==> src/rtl/ens_vote_pkg.sv <==
// Shared constants, width helpers and FSM state type for the ensemble vote/argmax block.
package ens_vote_pkg;

    localparam int DEF_NUM_CLASSES = 10;
    localparam int DEF_SCORE_W     = 2;
    localparam int DEF_NUM_MEMBERS = 4;

    // Accumulator width large enough for NUM_MEMBERS maximal scores.
    function automatic int acc_width(input int score_w, input int num_members);
        return score_w + $clog2(num_members + 1);
    endfunction

    // Class index width.
    function automatic int idx_width(input int num_classes);
        return (num_classes < 2) ? 1 : $clog2(num_classes);
    endfunction

    // Beat counter width; always at least one bit.
    function automatic int cnt_width(input int num_members);
        return $clog2(num_members + 1);
    endfunction

    typedef enum logic [1:0] {
        ACCUM = 2'd0,
        SCAN  = 2'd1,
        HOLD  = 2'd2
    } state_e;

endpackage

==> src/rtl/ens_vote_if.sv <==
// Score-input and result-output handshakes of the ensemble vote block.
interface ens_vote_if
    import ens_vote_pkg::*;
#(
    parameter int NUM_CLASSES = DEF_NUM_CLASSES,
    parameter int SCORE_W     = DEF_SCORE_W,
    parameter int NUM_MEMBERS = DEF_NUM_MEMBERS
);
    localparam int ACC_W = acc_width(SCORE_W, NUM_MEMBERS);
    localparam int IDX_W = idx_width(NUM_CLASSES);

    logic                           in_valid;
    logic                           in_ready;
    logic [NUM_CLASSES*SCORE_W-1:0] in_scores;
    logic                           out_valid;
    logic                           out_ready;
    logic [IDX_W-1:0]               out_class;
    logic [ACC_W-1:0]               out_score;

    // Upstream producer / downstream consumer side (testbench or neighbouring stages).
    modport master (
        output in_valid, in_scores, out_ready,
        input  in_ready, out_valid, out_class, out_score
    );

    // The vote block itself.
    modport slave (
        input  in_valid, in_scores, out_ready,
        output in_ready, out_valid, out_class, out_score
    );

endinterface

==> src/rtl/ens_vote_acc.sv <==
// Bank of per-class accumulators: load on the first beat of a frame, add on the rest,
// plus a combinational indexed read port used by the sequential argmax scan.
module ens_vote_acc #(
    parameter int NUM_CLASSES = 10,
    parameter int SCORE_W     = 2,
    parameter int ACC_W       = 5,
    parameter int IDX_W       = 4
) (
    input  logic                           clk,
    input  logic                           rst,
    input  logic                           wr_en,
    input  logic                           wr_load,
    input  logic [NUM_CLASSES*SCORE_W-1:0] scores,
    input  logic [IDX_W-1:0]               rd_idx,
    output logic [ACC_W-1:0]               rd_data
);

    logic [NUM_CLASSES-1:0][ACC_W-1:0] acc_all;

    generate
        for (genvar gi = 0; gi < NUM_CLASSES; gi++) begin : g_lane
            logic [ACC_W-1:0] acc_q;
            logic [ACC_W-1:0] acc_d;
            logic [ACC_W-1:0] score_ext;

            assign score_ext = ACC_W'(scores[gi*SCORE_W +: SCORE_W]);

            // Next lane value: first beat overwrites, later beats accumulate.
            always_comb begin
                acc_d = acc_q;
                if (wr_en) begin
                    acc_d = wr_load ? score_ext : (acc_q + score_ext);
                end
            end

            // Lane register; reset discards any partial sum.
            always_ff @(posedge clk or posedge rst) begin
                if (rst) begin
                    acc_q <= '0;
                end else begin
                    acc_q <= acc_d;
                end
            end

            assign acc_all[gi] = acc_q;
        end
    endgenerate

    // Read mux over valid lanes only; indices past the last class read as zero.
    always_comb begin
        rd_data = '0;
        for (int c = 0; c < NUM_CLASSES; c++) begin
            if (rd_idx == IDX_W'(c)) begin
                rd_data = acc_all[c];
            end
        end
    end

endmodule

==> src/rtl/ens_vote_argmax.sv <==
// Sums NUM_MEMBERS per-class score vectors, scans the sums one class per cycle for the
// argmax (ties go to the lowest index) and holds the winner on a valid/ready output.
module ens_vote_argmax
    import ens_vote_pkg::*;
#(
    parameter int NUM_CLASSES = DEF_NUM_CLASSES,
    parameter int SCORE_W     = DEF_SCORE_W,
    parameter int NUM_MEMBERS = DEF_NUM_MEMBERS
) (
    input  logic      clk,
    input  logic      rst,
    ens_vote_if.slave bus
);

    localparam int ACC_W = acc_width(SCORE_W, NUM_MEMBERS);
    localparam int IDX_W = idx_width(NUM_CLASSES);
    localparam int CNT_W = cnt_width(NUM_MEMBERS);
    localparam logic [IDX_W-1:0] LAST_IDX  = IDX_W'(NUM_CLASSES - 1);
    localparam logic [CNT_W-1:0] LAST_BEAT = CNT_W'(NUM_MEMBERS - 1);

    state_e           state_q, state_d;
    logic [CNT_W-1:0] beat_cnt_q, beat_cnt_d;
    logic [IDX_W-1:0] scan_idx_q, scan_idx_d;
    logic [ACC_W-1:0] best_val_q, best_val_d;
    logic [IDX_W-1:0] best_idx_q, best_idx_d;
    logic             out_valid_q, out_valid_d;
    logic [IDX_W-1:0] out_class_q, out_class_d;
    logic [ACC_W-1:0] out_score_q, out_score_d;

    logic             in_ready;
    logic             beat_fire;
    logic             acc_wr_en;
    logic             acc_wr_load;
    logic [ACC_W-1:0] acc_rd_data;
    logic             take_best;

    // Ready only while collecting beats, and never while reset is asserted.
    assign in_ready  = (state_q == ACCUM) && !rst;
    assign beat_fire = bus.in_valid && in_ready;

    assign bus.in_ready  = in_ready;
    assign bus.out_valid = out_valid_q;
    assign bus.out_class = out_class_q;
    assign bus.out_score = out_score_q;

    ens_vote_acc #(
        .NUM_CLASSES (NUM_CLASSES),
        .SCORE_W     (SCORE_W),
        .ACC_W       (ACC_W),
        .IDX_W       (IDX_W)
    ) u_acc (
        .clk     (clk),
        .rst     (rst),
        .wr_en   (acc_wr_en),
        .wr_load (acc_wr_load),
        .scores  (bus.in_scores),
        .rd_idx  (scan_idx_q),
        .rd_data (acc_rd_data)
    );

    // Next-state, accumulator control, scan comparator and result capture.
    always_comb begin
        state_d     = state_q;
        beat_cnt_d  = beat_cnt_q;
        scan_idx_d  = scan_idx_q;
        best_val_d  = best_val_q;
        best_idx_d  = best_idx_q;
        out_valid_d = out_valid_q;
        out_class_d = out_class_q;
        out_score_d = out_score_q;
        acc_wr_en   = 1'b0;
        acc_wr_load = 1'b0;
        take_best   = 1'b0;

        case (state_q)
            ACCUM: begin
                if (beat_fire) begin
                    acc_wr_en   = 1'b1;
                    acc_wr_load = (beat_cnt_q == '0);
                    if (beat_cnt_q == LAST_BEAT) begin
                        beat_cnt_d = '0;
                        scan_idx_d = '0;
                        state_d    = SCAN;
                    end else begin
                        beat_cnt_d = beat_cnt_q + 1'b1;
                    end
                end
            end

            SCAN: begin
                // Index 0 seeds the running best; later classes must strictly beat it.
                take_best = (scan_idx_q == '0) || (acc_rd_data > best_val_q);
                if (take_best) begin
                    best_val_d = acc_rd_data;
                    best_idx_d = scan_idx_q;
                end
                if (scan_idx_q == LAST_IDX) begin
                    out_valid_d = 1'b1;
                    out_class_d = take_best ? scan_idx_q : best_idx_q;
                    out_score_d = take_best ? acc_rd_data : best_val_q;
                    state_d     = HOLD;
                end else begin
                    scan_idx_d = scan_idx_q + 1'b1;
                end
            end

            HOLD: begin
                if (bus.out_ready) begin
                    out_valid_d = 1'b0;
                    state_d     = ACCUM;
                end
            end

            default: begin
                state_d = ACCUM;
            end
        endcase
    end

    // State and output registers; reset drops any pending result.
    always_ff @(posedge clk or posedge rst) begin
        if (rst) begin
            state_q     <= ACCUM;
            beat_cnt_q  <= '0;
            scan_idx_q  <= '0;
            best_val_q  <= '0;
            best_idx_q  <= '0;
            out_valid_q <= 1'b0;
            out_class_q <= '0;
            out_score_q <= '0;
        end else begin
            state_q     <= state_d;
            beat_cnt_q  <= beat_cnt_d;
            scan_idx_q  <= scan_idx_d;
            best_val_q  <= best_val_d;
            best_idx_q  <= best_idx_d;
            out_valid_q <= out_valid_d;
            out_class_q <= out_class_d;
            out_score_q <= out_score_d;
        end
    end

endmodule

==> src/flat_wrapper.sv <==
// flat-port wrapper written by rule: the top's interface ports become plain ports
module ens_vote_argmax_flat import ens_vote_pkg::*;
#(
    parameter int NUM_CLASSES = DEF_NUM_CLASSES,
    parameter int SCORE_W     = DEF_SCORE_W,
    parameter int NUM_MEMBERS = DEF_NUM_MEMBERS
)
  (clk, rst, bus_in_valid, bus_in_scores, bus_out_ready, bus_in_ready, bus_out_valid, bus_out_class, bus_out_score);
  ens_vote_if #(.NUM_CLASSES(NUM_CLASSES), .SCORE_W(SCORE_W), .NUM_MEMBERS(NUM_MEMBERS)) bus_i ();
  input  logic clk;
  input  logic rst;
  input wire logic [$bits(bus_i.in_valid)-1:0] bus_in_valid;
  input wire logic [$bits(bus_i.in_scores)-1:0] bus_in_scores;
  input wire logic [$bits(bus_i.out_ready)-1:0] bus_out_ready;
  output wire logic [$bits(bus_i.in_ready)-1:0] bus_in_ready;
  output wire logic [$bits(bus_i.out_valid)-1:0] bus_out_valid;
  output wire logic [$bits(bus_i.out_class)-1:0] bus_out_class;
  output wire logic [$bits(bus_i.out_score)-1:0] bus_out_score;
  assign bus_i.in_valid = bus_in_valid;
  assign bus_i.in_scores = bus_in_scores;
  assign bus_i.out_ready = bus_out_ready;
  assign bus_in_ready = bus_i.in_ready;
  assign bus_out_valid = bus_i.out_valid;
  assign bus_out_class = bus_i.out_class;
  assign bus_out_score = bus_i.out_score;
  ens_vote_argmax #(.NUM_CLASSES(NUM_CLASSES), .SCORE_W(SCORE_W), .NUM_MEMBERS(NUM_MEMBERS)) u_core (.clk(clk), .rst(rst), .bus(bus_i));
endmodule
==> config.mk <==
export PLATFORM = sky130hd
export DESIGN_NAME = ens_vote_argmax_flat
export DESIGN_NICKNAME = d
export VERILOG_FILES = /design/src/rtl/ens_vote_pkg.sv /design/src/rtl/ens_vote_if.sv /design/src/rtl/ens_vote_acc.sv /design/src/rtl/ens_vote_argmax.sv /design/src/flat_wrapper.sv
export SDC_FILE = /design/constraint.sdc
export NUM_CORES = 1
export LEC_CHECK = 0
export BUFFER_PORTS_ARGS = -buffer_cell sky130_fd_sc_hd__buf_2
export CAP_MARGIN = 10
export CORE_MARGIN = 2
export CORE_UTILIZATION = 30
export CTS_CLUSTER_DIAMETER = 100
export DETAILED_ROUTE_END_ITERATION = 8
export HOLD_SLACK_MARGIN = 0.06
export PLACE_DENSITY = 0.45
export SKIP_LAST_GASP = 1
export SLEW_MARGIN = 40
export SYNTH_ARGS = -nofsm -noshare
export SYNTH_HDL_FRONTEND = slang
export SYNTH_SLANG_ARGS = --single-unit
==> constraint.sdc <==
create_clock -name clk -period 3.4 [get_ports clk]
set_input_delay 0.68 -clock clk [delete_from_list [all_inputs] [get_ports clk]]
set_output_delay 0.68 -clock clk [all_outputs]
set_load 0.02 [all_outputs]
-- Word-level counts from Yosys, hierarchy flattened
Cells that the tools add are included.
Widths: inputs -> output; s select.
- add/sub/neg operators: 12
- magnitude comparators: 1
- equal/unequal tests: 17
- muxes and demuxes: 39
- reduce and logical (&&, ||, !) cells: 14
- operators by type and width (kind ; count):
    $mux 5 ; 21
    $add 5x2->5 ; 10
    $eq 4x3->1 const B ; 4
    $mux 4 ; 4
    $eq 4x2->1 const B ; 2
    $eq 4x4->1 const B ; 2
    $mux 2 ; 4
    $pmux 4 s2 ; 1
    $reduce_and 4->1 ; 2
    $mux 1 ; 6
    $ne 2x2->1 const B ; 3
    $pmux 2 s3 ; 1
    $gt 5x5->1 ; 1
    $add 4x1->4 const B ; 1
    $eq 4x1->1 const B ; 1
    $logic_not 4->1 ; 1
    $ne 2x1->1 const B ; 2
    $reduce_and 2->1 ; 2
    $reduce_bool 2->1 ; 2
    $add 3x1->3 const B ; 1
    $eq 3x2->1 const B ; 1
    $logic_not 3->1 ; 1
    $mux 3 ; 1
    $reduce_and 3->1 ; 1
    other kinds (7) ; 8
- register bits after elaboration: 78
- input bits: 24
- output and inout bits: 11
- word-level logic and storage cells: 101

-- Logic depth before layout (Yosys ltp)
- depth after elaboration: 14
- gate-level depth with buffers: 16
- depth with buffers taken out: 12

-- Modules after synthesis
From an unflattened synthesis, not the netlist that was laid out.
- cell total of the unflattened synthesis: 534
- area, all modules: 4962.3 um^2
- modules (own cells, without submodules) (module ; instances ; cells each ; area each (um^2) ; seq. area each (um^2)):
    ens_vote_acc ; 1 ; 393 ; 3465.8 ; 1251.2
    ens_vote_argmax ; 1 ; 141 ; 1496.4 ; 700.7

-- Worst setup path after synthesis
No wires, ideal clock.
- path type: reg-to-reg
- start: reg u_core.scan_idx_q[0]
- end: reg u_core.best_idx_q[2]
- library setup time: 125 ps
- data arrival time: 2840 ps
- required time: 3275 ps
- setup slack: 435 ps
- cell stages (with the launch flop): 13
- path buffers: 1
- period minus slack after synthesis: 2965 ps
- path through: dfrtp_1 -> inv_1 -> ha_1 -> buf_2 -> a2111oi_0 -> o22ai_1 -> o21ai_2 -> ha_1 -> nor2b_1 -> o211ai_1 -> a21oi_1 -> o21ai_2 -> mux2_2
- cells in the longest elaborated chain, start to end: 14
- elaborated cells on any way between the ends: 23
- classes of those cells: 1 x order compare; 9 x eq/ne; 11 x mux; 2 x reduce/logical
- RTL lines (element ; line ; source):
    start, declared ; ens_vote_argmax.sv:23 ; logic [IDX_W-1:0] scan_idx_q, scan_idx_d;
    start signal, assigned ; ens_vote_argmax.sv:134 ; scan_idx_q <= scan_idx_d;
    $logic_not 4->1 ; ens_vote_acc.sv:53, ens_vote_argmax.sv:92 ;
    $mux 5 (10 in series) ; ens_vote_acc.sv:53 ; if (rd_idx == IDX_W'(c)) begin
    $gt 5x5->1 ; ens_vote_argmax.sv:92 ; take_best = (scan_idx_q == '0) || (acc_rd_data > best_val_q);
    $logic_or 1x1->1 (*) ; ens_vote_argmax.sv:92 ;
    $mux 4 (*) ; -- ;
    end signal, assigned ; ens_vote_argmax.sv:136 ; best_idx_q <= best_idx_d;
    end, declared ; ens_vote_argmax.sv:25 ; logic [IDX_W-1:0] best_idx_q, best_idx_d;
Every way passes the cells marked *; elsewhere a longest branch is shown, timed or not.
A chain may end at the register's enable or synchronous reset.

-- Worst setup path in the final report
- start: reg u_core.scan_idx_q[1]
- end: reg u_core.out_score_q[2], in the netlist u_core.bus.out_score[2]
- cells in the longest elaborated chain, start to end: 14
- elaborated cells on any way between the ends: 24
- classes of those cells: 1 x order compare; 9 x eq/ne; 11 x mux; 3 x reduce/logical
- RTL lines (element ; line ; source):
    $logic_not 4->1 ; ens_vote_acc.sv:53, ens_vote_argmax.sv:92 ;
    $mux 5 (10 in series) ; ens_vote_acc.sv:53 ;
    $gt 5x5->1 ; ens_vote_argmax.sv:92 ;
    $logic_or 1x1->1 ; ens_vote_argmax.sv:92 ;
    $mux 5 ; ens_vote_argmax.sv:100 ; out_score_d = take_best ? acc_rd_data : best_val_q;
    end signal, assigned ; ens_vote_argmax.sv:139 ; out_score_q <= out_score_d;
    end, declared ; ens_vote_argmax.sv:28 ; logic [ACC_W-1:0] out_score_q, out_score_d;
Several ways; a longest one is shown, not always the timed one.

==> results by group <==
GRT
  – Overflow after GRT: 0
  – Overall routing resource usage: 16.1%
  – Vias in the first global route: 4,210
  – First-pass GRT wire length: 22,800 microns
  – Initial antenna violation count: 0
  – Largest net degree at the start of global routing: 53

Floorplan
  – Die height: 135 microns
  – I/O pin total: 35
  – Die X: 135 microns
  – Initial Util: 30.8%
  – Die ar.: 0.0181 sq mm
  – Core ar.: 0.0166 sq mm
  – Row count: 47

Placement
  – Pre-CTS setup slack: 0.0501 ns
  – Port Buffers: 34
  – Post-placement cell count: 814
  – RePlAce Congestion: 0.887
  – DP Wirelength: 10,100 microns
  – Placed Area: 0.00559 sq mm

Timing
  – Pin slew with the least headroom to its limit: 0.746 ns
  – RSZ-0062 raised after global routing: no
  – Fin. max-slew vios: 0
  – Post-route clock period utilization: 95.0%
  – FMAX: 0.310 GHz
  – Post-route setup slack: 0.170 ns
  – Final Hold Vio Count: 0
  – Clock Skews: 0.00750 ns
  – Final Setup Violations: 0
  – Rel. slew slack: 50.1%
  – Min Tclk post-route: 3.23 ns
  – Setup TNS: 0 ns

Hold path
  – Worst hold-check path type: in2async

Setup path
  – CP Capture Type: register
  – Worst r2r src: u_core.scan_idx_q[1]
  – R2r endpoint: u_core.bus.out_score[2]
  – Critical path class: reg2reg
  – Worst Path Max Fanout: 7
  – Cell count of the worst reg-to-reg path: 13
  – CP required: 3.63 ns
  – Worst endpoint data arrival time: 3.46 ns
  – Worst reg2reg setup slack: 0.17 ns
  – CP startpoint kind: register

CTS
  – Htree depth: 3
  – CTS tree: done
  – Longest Clk Path Bufs: 2
  – Clk root buf: clkbuf_16
  – Cts hold-fix bufs: 0
  – TritonCTS buffer count: 9
  – Worst skew pair latency: 0.35 ns
  – Clock-pin slew on the worst setup and hold paths: 0.07 ns
  – CTS sink cnt: 78

Finish
  – # nets final: 670
  – Commonest non-fill, non-tap cell in the layout: dfrtp_1
  – Share of cells above drive strength 1: 16.2%
  – Final cell count without fillers: 830
  – Final Instance Area: 0.00597 sq mm
  – Area delta synth->final: 16.6%
  – Diodes inserted: 0
  – Most frequent cells in the layout: dfrtp_1 (76), o21ai_0 (62), nand2_1 (56), inv_1 (51), a21oi_1 (40)
  – Final Core Density: 35.9%
  – Fill cell count: 1,707

Routing
  – DR vias: 4,290
  – DRC viols: 0
  – DRT antenna net count: 0
  – Routed Wire Length: 13,900 microns
  – Wire per inst: 16.7 microns
  – Pre-antenna DRT Iters: 6
  – First DRT Iteration DRCs: 223
  – Vias per cell: 5.17

Yosys
  – Post-Synth XOR/XNOR Area: 0.342%
  – Syn Inst Count: 570
  – Adder-cell share of the synthesized area: 11.5%
  – Share of the synthesized area in the top cell type: 38.1%
  – Sequential share of the synthesized area: 38.1%
  – Synth Area in Simple Gates: 13.3%
  – Syn nets: 635
  – Cell Area, Synth: 0.00512 sq mm
  – Synth area leader: dfrtp_1
  – Post-synthesis cell type count: 50
  – Syn_area_per_cell: 8.99 sq um
  – Post-synthesis register bit count: 78
  – Ys async rst share: 100%
  – Post-synth EDFFs: 0
  – Compound-gate portion of the synthesized area: 24.9%
  – Top_reg_cell synth: dfrtp_1
  – Mux contribution to synthesized area: 4.45%
  – Combinational family with the most area after synthesis: compound AO/OA/AOI/OAI gates
  – Synth warn: 0
  – Main area contributors after synthesis: dfrtp_1 (38%), ha_1 (7.6%), o21ai_0 (6.1%)

Run status
  – Status: finished clean

Flow run
  – Maxcap violations: 0

Pwr
  – PwrDens: 1000 mW/mm^2
  – Static leakage: 0.00266 uW
  – Peak VDD IR: 0.360 mV
[worst max-delay path, stage by stage (launching register included)]
cell      delay (ns)
dfrtp_2         0.45
inv_1           0.15
ha_4            0.19
and2b_1         0.24
a221oi_1        0.30
o22a_1          0.24
o21ai_2         0.08
ha_1            0.30
nor2b_1         0.13
o211ai_1        0.19
a21oi_2         0.13
buf_4           0.18
o21a_1          0.23
a221o_1         0.30
[cell usage after synthesis (all sizes together), types with 4 or more instances]
cell and n:
a211oi 8, a21o 10, a21oi 41, a221o 4, a221oi 6, a22oi 7, and2 6, buf 21
clkbuf 12, dfrtp 78, fa 10, ha 31, inv 52, mux2 6, mux2i 16, nand2 57
nand2b 6, nand3 7, nor2 28, nor2b 24, nor3 8, o21ai 69, o22a 4, o22ai 5
o31ai 19, o41ai 5
[how the worst max path moves through the flow]
stage,from,to,depth (start not counted)
6_report,u_core.scan_idx_q[1],u_core.bus.out_score[2],13
5_1_grt,u_core.scan_idx_q[1],u_core.bus.out_score[4],13
4_1_cts,u_core.scan_idx_q[1],u_core.best_val_q[3],13
3_5_place_dp,u_core.scan_idx_q[0],u_core.best_val_q[3],12
3_3_place_gp,u_core.scan_idx_q[1],u_core.best_val_q[3],13
2_1_floorplan,u_core.scan_idx_q[0],u_core.best_idx_q[2],12
[metrics by stage]
| step | hold slack (ns) | total power [uW] |
|---|---|---|
| final | 0.406 | 5990 |
| after global routing | 0.453 | 6520 |
| after detailed placement | 0.474 | 4850 |
| after CTS | 0.482 | 5950 |
| after floorplan | 0.453 | 3860 |
| after global placement | 0.465 | 4790 |
[logic make-up after synthesis]
logic type | after synthesis
AO/OA/AOI/OAI | 199
AND/OR/NAND/NOR | 143
buffers and inverters | 85
flip-flops | 78
adder cells (fa/ha/maj) | 41
multiplexers | 22
XOR/XNOR | 2
[registers in the layout, summed over array words and instances, names as in the netlist]
signal                     flops
u_core.bus.out_class           4
u_core.best_val_q              5
u_core.bus.out_valid           1
u_core.u_acc.g_lane.acc_q     50
u_core.scan_idx_q              4
u_core.bus.out_score           5
u_core.state_q                 2
u_core.beat_cnt_q              3
u_core.best_idx_q              4
[power by group]
part	leakage, uW	total [uW]	internal [uW]	switching [uW]
sequential	0.000985	1710	1300	413
combinational	0.00153	3220	1390	1830
clock	0.000144	1060	644	417
[final cells by class]
cell class | count | area [sq um] | share of cell area, %
Multi-Input combinational cell | 407 | 2850 | 47.7
Sequential cell | 78 | 1950 | 32.7
Timing Repair Buffer | 57 | 372 | 6.22
Tap cell | 220 | 275 | 4.61
Clock buffer | 9 | 225 | 3.77
Inverter | 52 | 198 | 3.31
Clock inverter | 7 | 98.8 | 1.65
[metal layers]
metal,wire length [microns],vias to the layer above,share of wire [%],track usage (%)
met4,196,0,1.4,5.26
met1,6870,2105,50,22.2
met2,6380,77,46,25.9
li1,-,2091,-,-
met3,419,17,3.0,2.40
met5,0,-,0,0
[what timing repair did]
| item | 4_1_cts | 5_1_grt |
|---|---|---|
| buffers inserted | 0 | 0 |
| setup endpoints to repair | 0 | 17 |
| gates resized for setup | 0 | 15 |
Note: power is estimated with default switching activity, not from simulation.
